`config.mk`:
```
export PLATFORM = sky130hd
export DESIGN_NAME = product_accumulator
export DESIGN_NICKNAME = d
export VERILOG_FILES = /design/src/rtl/product_accumulator.sv
export SDC_FILE = /design/constraint.sdc
export NUM_CORES = 1
export LEC_CHECK = 0
export BUFFER_PORTS_ARGS = -buffer_cell sky130_fd_sc_hd__buf_4
export CORE_UTILIZATION = 50
export CTS_CLUSTER_DIAMETER = 50
export DETAILED_ROUTE_END_ITERATION = 6
export GPL_TIMING_DRIVEN = 0
export PLACE_DENSITY_LB_ADDON = 0.08
export SYNTH_ARGS = -nofsm -noshare
export SYNTH_HDL_FRONTEND = slang
export SYNTH_SLANG_ARGS = --single-unit
```
`constraint.sdc`:
```
create_clock -name clk -period 6.8 [get_ports clk]
set_clock_uncertainty 0.05 [all_clocks]
set_input_delay 0.34 -clock clk [delete_from_list [all_inputs] [get_ports clk]]
set_output_delay 0.34 -clock clk [all_outputs]
set_load 0.02 [all_outputs]
```
`src/rtl/product_accumulator.sv`:
```
// Product accumulator: sums a batch of 8-bit products into a saturating accumulator,
// then streams the result out as a low byte followed by a high byte.
module product_accumulator #(
  parameter int ACC_W = 16,
  parameter int LEN_W = 8
) (
  input  logic             clk,
  input  logic             rst_n,
  input  logic             start,
  input  logic [LEN_W-1:0] len,
  input  logic [7:0]       prod_in,
  input  logic             prod_valid,
  output logic             prod_ready,
  output logic [7:0]       out_data,
  output logic             out_valid,
  input  logic             out_ready,
  output logic             busy,
  output logic             sat
);

  typedef enum logic [1:0] {IDLE, ACC, OUT_LO, OUT_HI} state_t;

  state_t           r_state;
  state_t           w_next;
  logic [ACC_W-1:0] r_acc;
  logic [LEN_W-1:0] r_len;
  logic [LEN_W-1:0] r_count;
  logic             r_sat;
  logic [ACC_W:0]   w_sum;
  logic [15:0]      w_acc16;
  logic             w_xfer;
  logic             w_last;

  // A latched length of 0 wraps to all ones here, which yields a full 2^LEN_W batch.
  assign w_last = (r_count == (r_len - LEN_W'(1)));
  assign w_xfer = (r_state == ACC) && prod_valid;
  assign w_sum  = {1'b0, r_acc} + (ACC_W + 1)'(prod_in);
  assign sat    = r_sat;

  always_comb begin
    w_acc16 = '0;
    w_acc16[ACC_W-1:0] = r_acc;
  end

  always_ff @(posedge clk or negedge rst_n) begin
    if (!rst_n) begin
      r_state <= IDLE;
    end else begin
      r_state <= w_next;
    end
  end

  always_comb begin
    w_next     = r_state;
    prod_ready = 1'b0;
    out_valid  = 1'b0;
    out_data   = 8'h00;
    busy       = 1'b1;
    case (r_state)
      IDLE: begin
        busy = 1'b0;
        if (start) w_next = ACC;
      end
      ACC: begin
        prod_ready = 1'b1;
        if (w_xfer && w_last) w_next = OUT_LO;
      end
      OUT_LO: begin
        out_valid = 1'b1;
        out_data  = w_acc16[7:0];
        if (out_ready) w_next = OUT_HI;
      end
      OUT_HI: begin
        out_valid = 1'b1;
        out_data  = w_acc16[15:8];
        if (out_ready) w_next = IDLE;
      end
      default: w_next = IDLE;
    endcase
  end

  // Once the carry-out fires the accumulator pins at all ones; adding more keeps it there.
  always_ff @(posedge clk or negedge rst_n) begin
    if (!rst_n) begin
      r_acc   <= '0;
      r_len   <= '0;
      r_count <= '0;
      r_sat   <= 1'b0;
    end else if ((r_state == IDLE) && start) begin
      r_len   <= len;
      r_acc   <= '0;
      r_count <= '0;
      r_sat   <= 1'b0;
    end else if (w_xfer) begin
      r_count <= r_count + LEN_W'(1);
      if (w_sum[ACC_W]) begin
        r_acc <= '1;
        r_sat <= 1'b1;
      end else begin
        r_acc <= w_sum[ACC_W-1:0];
      end
    end
  end

endmodule
```
== Word-level counts from Yosys, hierarchy flattened ==
Index checks and enable logic that the tools add are counted.
Widths: inputs -> output; s select.

* Output and inout port bits: 12
* Bits in registers: 35
* Input port bits: 21
* Word-level logic and storage cells: 42

* Add/sub/neg operators: 3
* Muxes and demuxes: 17
* Eq/ne operators: 8
* Reduce and logical (&&, ||, !) cells: 9

{| class="wikitable"
|+ Operators with widths
! cell !! count
|-
| $mux 16 || 3
|-
| $add 16x8->17 || 1
|-
| $mux 8 || 2
|-
| $pmux 8 s2 || 1
|-
| $add 8x1->8 const B || 1
|-
| $eq 8x8->1 || 1
|-
| $mux 2 || 4
|-
| $pmux 2 s4 || 1
|-
| $sub 8x1->8 const B || 1
|-
| $mux 1 || 6
|-
| $ne 2x2->1 const B || 3
|-
| $eq 2x2->1 const B || 2
|-
| $reduce_and 4->1 || 1
|-
| $reduce_bool 2->1 || 2
|-
| $logic_and 1x1->1 || 3
|-
| $eq 2x1->1 const B || 1
|-
| $logic_not 2->1 || 1
|-
| $ne 2x1->1 const B || 1
|-
| $reduce_and 2->1 || 1
|-
| $reduce_or 2->1 || 1
|}

== Longest topological paths before layout ==
* Depth in word-level cells: 5
* Depth in mapped cells: 9
* Mapped depth without buffers: 8

== Worst setup path before layout ==
Ideal clock, no wire load.

* Path type: reg2reg
* Start: register r_acc[0]
* End: register r_acc[10]
* Path slack: 4.350 ns
* Required time: 6.612 ns
* Clock period less this slack: 2.450 ns
* Cell stages (with the launch flop): 9
* Buffers on the path: 0
* Arrival: 2.262 ns
* Setup time: 0.138 ns
* Cells stage by stage: dfrtp_1 -> ha_1 -> fa_1 -> a211oi_2 -> o21bai_1 -> a2111oi_4 -> and4b_1 -> xnor2_1 -> a21oi_1

* Longest elaborated chain between the ends: 4

{| class="wikitable"
|+ RTL lines
! element !! line !! RTL
|-
| from (decl) || 25 || <nowiki>logic [ACC_W-1:0] r_acc;</nowiki>
|-
| from (signal assigned) || 100 || <nowiki>r_acc <= w_sum[ACC_W-1:0];</nowiki>
|-
| $add 16x8->17 || 37 || <nowiki>assign w_sum = {1'b0, r_acc} + (ACC_W + 1)'(prod_in);</nowiki>
|-
| $mux 16 || 96 || <nowiki>if (w_sum[ACC_W]) begin</nowiki>
|-
| $mux 16 || 94 || <nowiki>end else if (w_xfer) begin</nowiki>
|-
| $mux 16 || 89 || <nowiki>end else if ((r_state == IDLE) && start) begin</nowiki>
|}

Every way passes these cells. The select of a mux whose other input is x is not followed.
A chain may end at the register's enable or synchronous reset.

== Worst setup path in the final report ==
* Start: register r_acc[0]
* End: register r_acc[11]

Same word-level chain as after synthesis.

==> impl_metrics.ini <==
[finish]
fin_cells = 327
final_nets = 311
antennaDiodeCount = 0
fill_cells = 393
final_util = 0.621
seqCellArea_sq_um = 876
multi_input_area_sq_um = 1320
drive_above_1_share = 0.218
area_delta_synth_final_pct = 18.9

[timing]
grt_setup_unrepaired = false
timing.final.crit_period_ps = 2730
hold_viol = 0
fin_crit_sh = 0.402
final-setup-viol-count = 0
maxSlewViolCount = 0
slew_headroom = 0.664
finalSetupTns_ps = 0
fmaxAchievable_mhz = 366
worst_slew_pin_slew_ps = 505
fin_ws_ps = 4070

[floorplan]
pin_count = 33
core_sq_um = 4380
die_w_um = 69.7
rows = 24
die_area_sq_um = 4850
start_util = 0.522
die_y_um = 69.7

[pwr]
intPower_mw = 0.632
p_leak_nw = 1.24
p_switching_mw = 0.432
powerDensity_nw_per_um2 = 391
pwr-share-comb = 0.507
p_total_mw = 1.06
swShare = 0.406
seqPwrFrac = 0.313
power_frac_clock = 0.179
ir_drop_mv = 0.176

[synthesis]
synth_cell_types = 51
ys_warn_count = 0
syn_area_sq_um = 2290
synthMuxAreaShare = 0.0448
yosys.area.top_type = dfrtp_1
synthXorXnorAreaFrac = 0.0995
synth_compound_area_frac = 0.182
syn_area_per_cell_sq_um = 9.78
ys_seq_area_frac = 0.383
synth_top_area_frac = 0.383
syn_nets = 271
synth_flop_cell = dfrtp_1
yosys_register_bits = 35
syn-instance-count = 234
synthSimpleGateAreaFrac = 0.161
synth_edf_count = 0
synthArstFlopShare = 1.00
synth_fa_ha_area_frac = 0.0908
synth_top_family_by_area = compound AO/OA/AOI/OAI gates
synth.area.top_cells = dfrtp_1 38%, ha_1 8.2%, xnor2_1 5.4%, xor2_1 4.6%, a21oi_1 3.7%

[place]
placedCellCount = 318
gp_congestion = 0.806
hpwl_mm = 3.69
portBuffers = 32
pre_cts_ws_ps = 4020

[min_path]
min_from = len[1]
hold_path_class = in2reg

[critical_path]
slowest_stage = a2111oi_4
r2r_start = r_acc[0]$_DFFE_PN0P_
cp.arrival_ps = 2820
cp-start-kind = flip-flop
crit_path_end_kind = flip-flop
setup.worst_path.start = r_acc[0]$_DFFE_PN0P_
crit_path_max_fanout = 10
cp_cell_sequence = ha_1, fa_1, a211oi_2, o21bai_1, a2111oi_4, nor2b_4, nand3_2, buf_6, a21oi_1
required_ps = 6880
worstSetupPathType = reg2reg
max_stage_delay_ps = 530

[detailed_routing]
post_drt_wl_per_cell_um = 14.8
top_layer = met4
remaining_drc_errors = 0
wl_met2_mm = 2.08
vias = 1804
wl_met3_um = 149
wl_met1_mm = 2.57
ant_nets = 0
drt_iter0_drc = 102
drtPass1Iterations = 4
routed_wl_mm = 4.83
vias_per_cell = 5.52

[clock_network]
cts_max_level = 2
cts_sinks = 35
clkSlewWorstSetupHoldPaths_ps = 70
cts_tree = built
root_buffer = clkbuf_8
clk_latency_ps = 280
cts_buffers = 5
cts_resized = 0
cts.path.max_buffers = 2

[grt]
grt-ovfl-total = 0
gr-usage-all-layers = 0.219
grt_pass1_vias = 1771
antenna_found_initial = 0
grt_pass1_wl_mm = 8.39
grt_max_degree = 36

[run]
cap_violations = 0

[status]
status = finished, final reports clean
-- final cells by class --
cell class / count / area share
inverters: 10 / 0.0138
multi-input cells: 178 / 0.486
flip-flops and latches: 35 / 0.322
plain buffers: 11 / 0.0189
repair buffers: 33 / 0.0920
well taps: 52 / 0.0239
clock buffers: 6 / 0.0303
clock inverters: 2 / 0.0129
-- flip-flops by register name, summed over array words and instances (netlist names) --
| register | flops |
|---|---|
| r_state | 2 |
| r_acc | 16 |
| sat | 1 |
| r_count | 8 |
| r_len | 8 |
-- per-stage QoR --
step	cell area [sq um]	hold WS, ps
after floorplan	2290	-5.59
after global placement	2590	271
after detailed placement	2590	274
after CTS	2720	217
after global routing	2720	238
final	2720	222
-- synthesized netlist by cell type, types with 5 or more instances --
cell       n
o21ai_0    9
inv_1     10
nor2_1    16
a21oi_1   17
xor2_1    12
nand4_1    5
and3_1     5
xnor2_1   14
mux2_2     6
dfrtp_1   35
clkbuf_1   7
a22o_1     8
nand2_1   21
ha_1      15
-- routing by layer --
| layer | GRT usage | up-vias |
|---|---|---|
| met1 | 0.322 | 859 |
| met3 | 0.0378 | 2 |
| met5 | 0 | - |
| li1 | - | 914 |
| met4 | 0.0622 | 0 |
| met2 | 0.330 | 29 |
-- worst max-delay path: cells and delay by family (launching register included) --
kind            cells  cell delay [ps]
fa+ha+maj           2              660
compound gates      4             1050
flops               1              420
simple gates        2              250
buf+inv             1              170
-- path summary, 6_finish.rpt --
| check | endpoint | slack [ps] | depth (start not counted) |
|---|---|---|---|
| min in group asynchronous | r_len[7]$_DFFE_PN0P_ | 500 | 2 |
| worst min register to register | sat$_DFFE_PN0P_ | 470 | 2 |
| worst min-delay path | r_len[1]$_DFFE_PN0P_ | 220 | 3 |
| worst max register to register | r_acc[11]$_DFFE_PN0P_ | 4070 | 9 |
| worst max-delay path | r_acc[11]$_DFFE_PN0P_ | 4070 | 9 |
| max in group asynchronous | r_acc[0]$_DFFE_PN0P_ | 5890 | 2 |
-- cells by family (layout without fill, tap and decap cells) --
| family | after synthesis | count (layout) |
|---|---|---|
| buffers and inverters | 21 | 62 |
| DFF | 35 | 35 |
| xor gates and xnor gates | 26 | 26 |
| AOI/OAI and AO/OA | 56 | 56 |
| and+or+nand+nor | 71 | 71 |
| adders and majority gates | 16 | 16 |
| muxes | 9 | 9 |
-- power by group through the flow --
stage          Combinational, mW  Clock, mW  Sequential [mW]
6_report                   0.540      0.191            0.333
5_1_grt                    0.603      0.205            0.343
4_1_cts                    0.542      0.198            0.333
3_5_place_dp               0.540          0            0.336
3_3_place_gp               0.532          0            0.334
2_1_floorplan              0.418          0            0.314
-- timing repair --
item,in CTS,in global routing
hold buffers,1,0
setup buffers,0,0
hold endpoints to repair,35,0
-- cell usage in the layout (no fill, tap or decap), types with 2 or more instances in the layout --
cell      netlist  final
nor2_1         16     16
or3_1           3      3
o21bai_1        2      2
o31ai_1         2      2
a22o_1          8      8
o21ai_0         9      9
nand4_1         5      5
a311oi_1        2      2
and2_1          3      3
inv_1          10     10
xor2_1         12     12
mux2_2          6      6
clkbuf_1        7      7
clkbuf_8        0      6
nor3_1          2      2
nand2_1        21     21
ha_1           15     15
nand2b_1        2      2
a211oi_2        2      2
and3_1          5      5
nand3_1         4      4
dfrtp_1        35     35
buf_4           0     32
mux2i_1         2      2
nand3b_1        2      2
xnor2_1        14     14
a21oi_1        17     17
a31oi_1         3      3
Power figures use the tool's default switching activity.
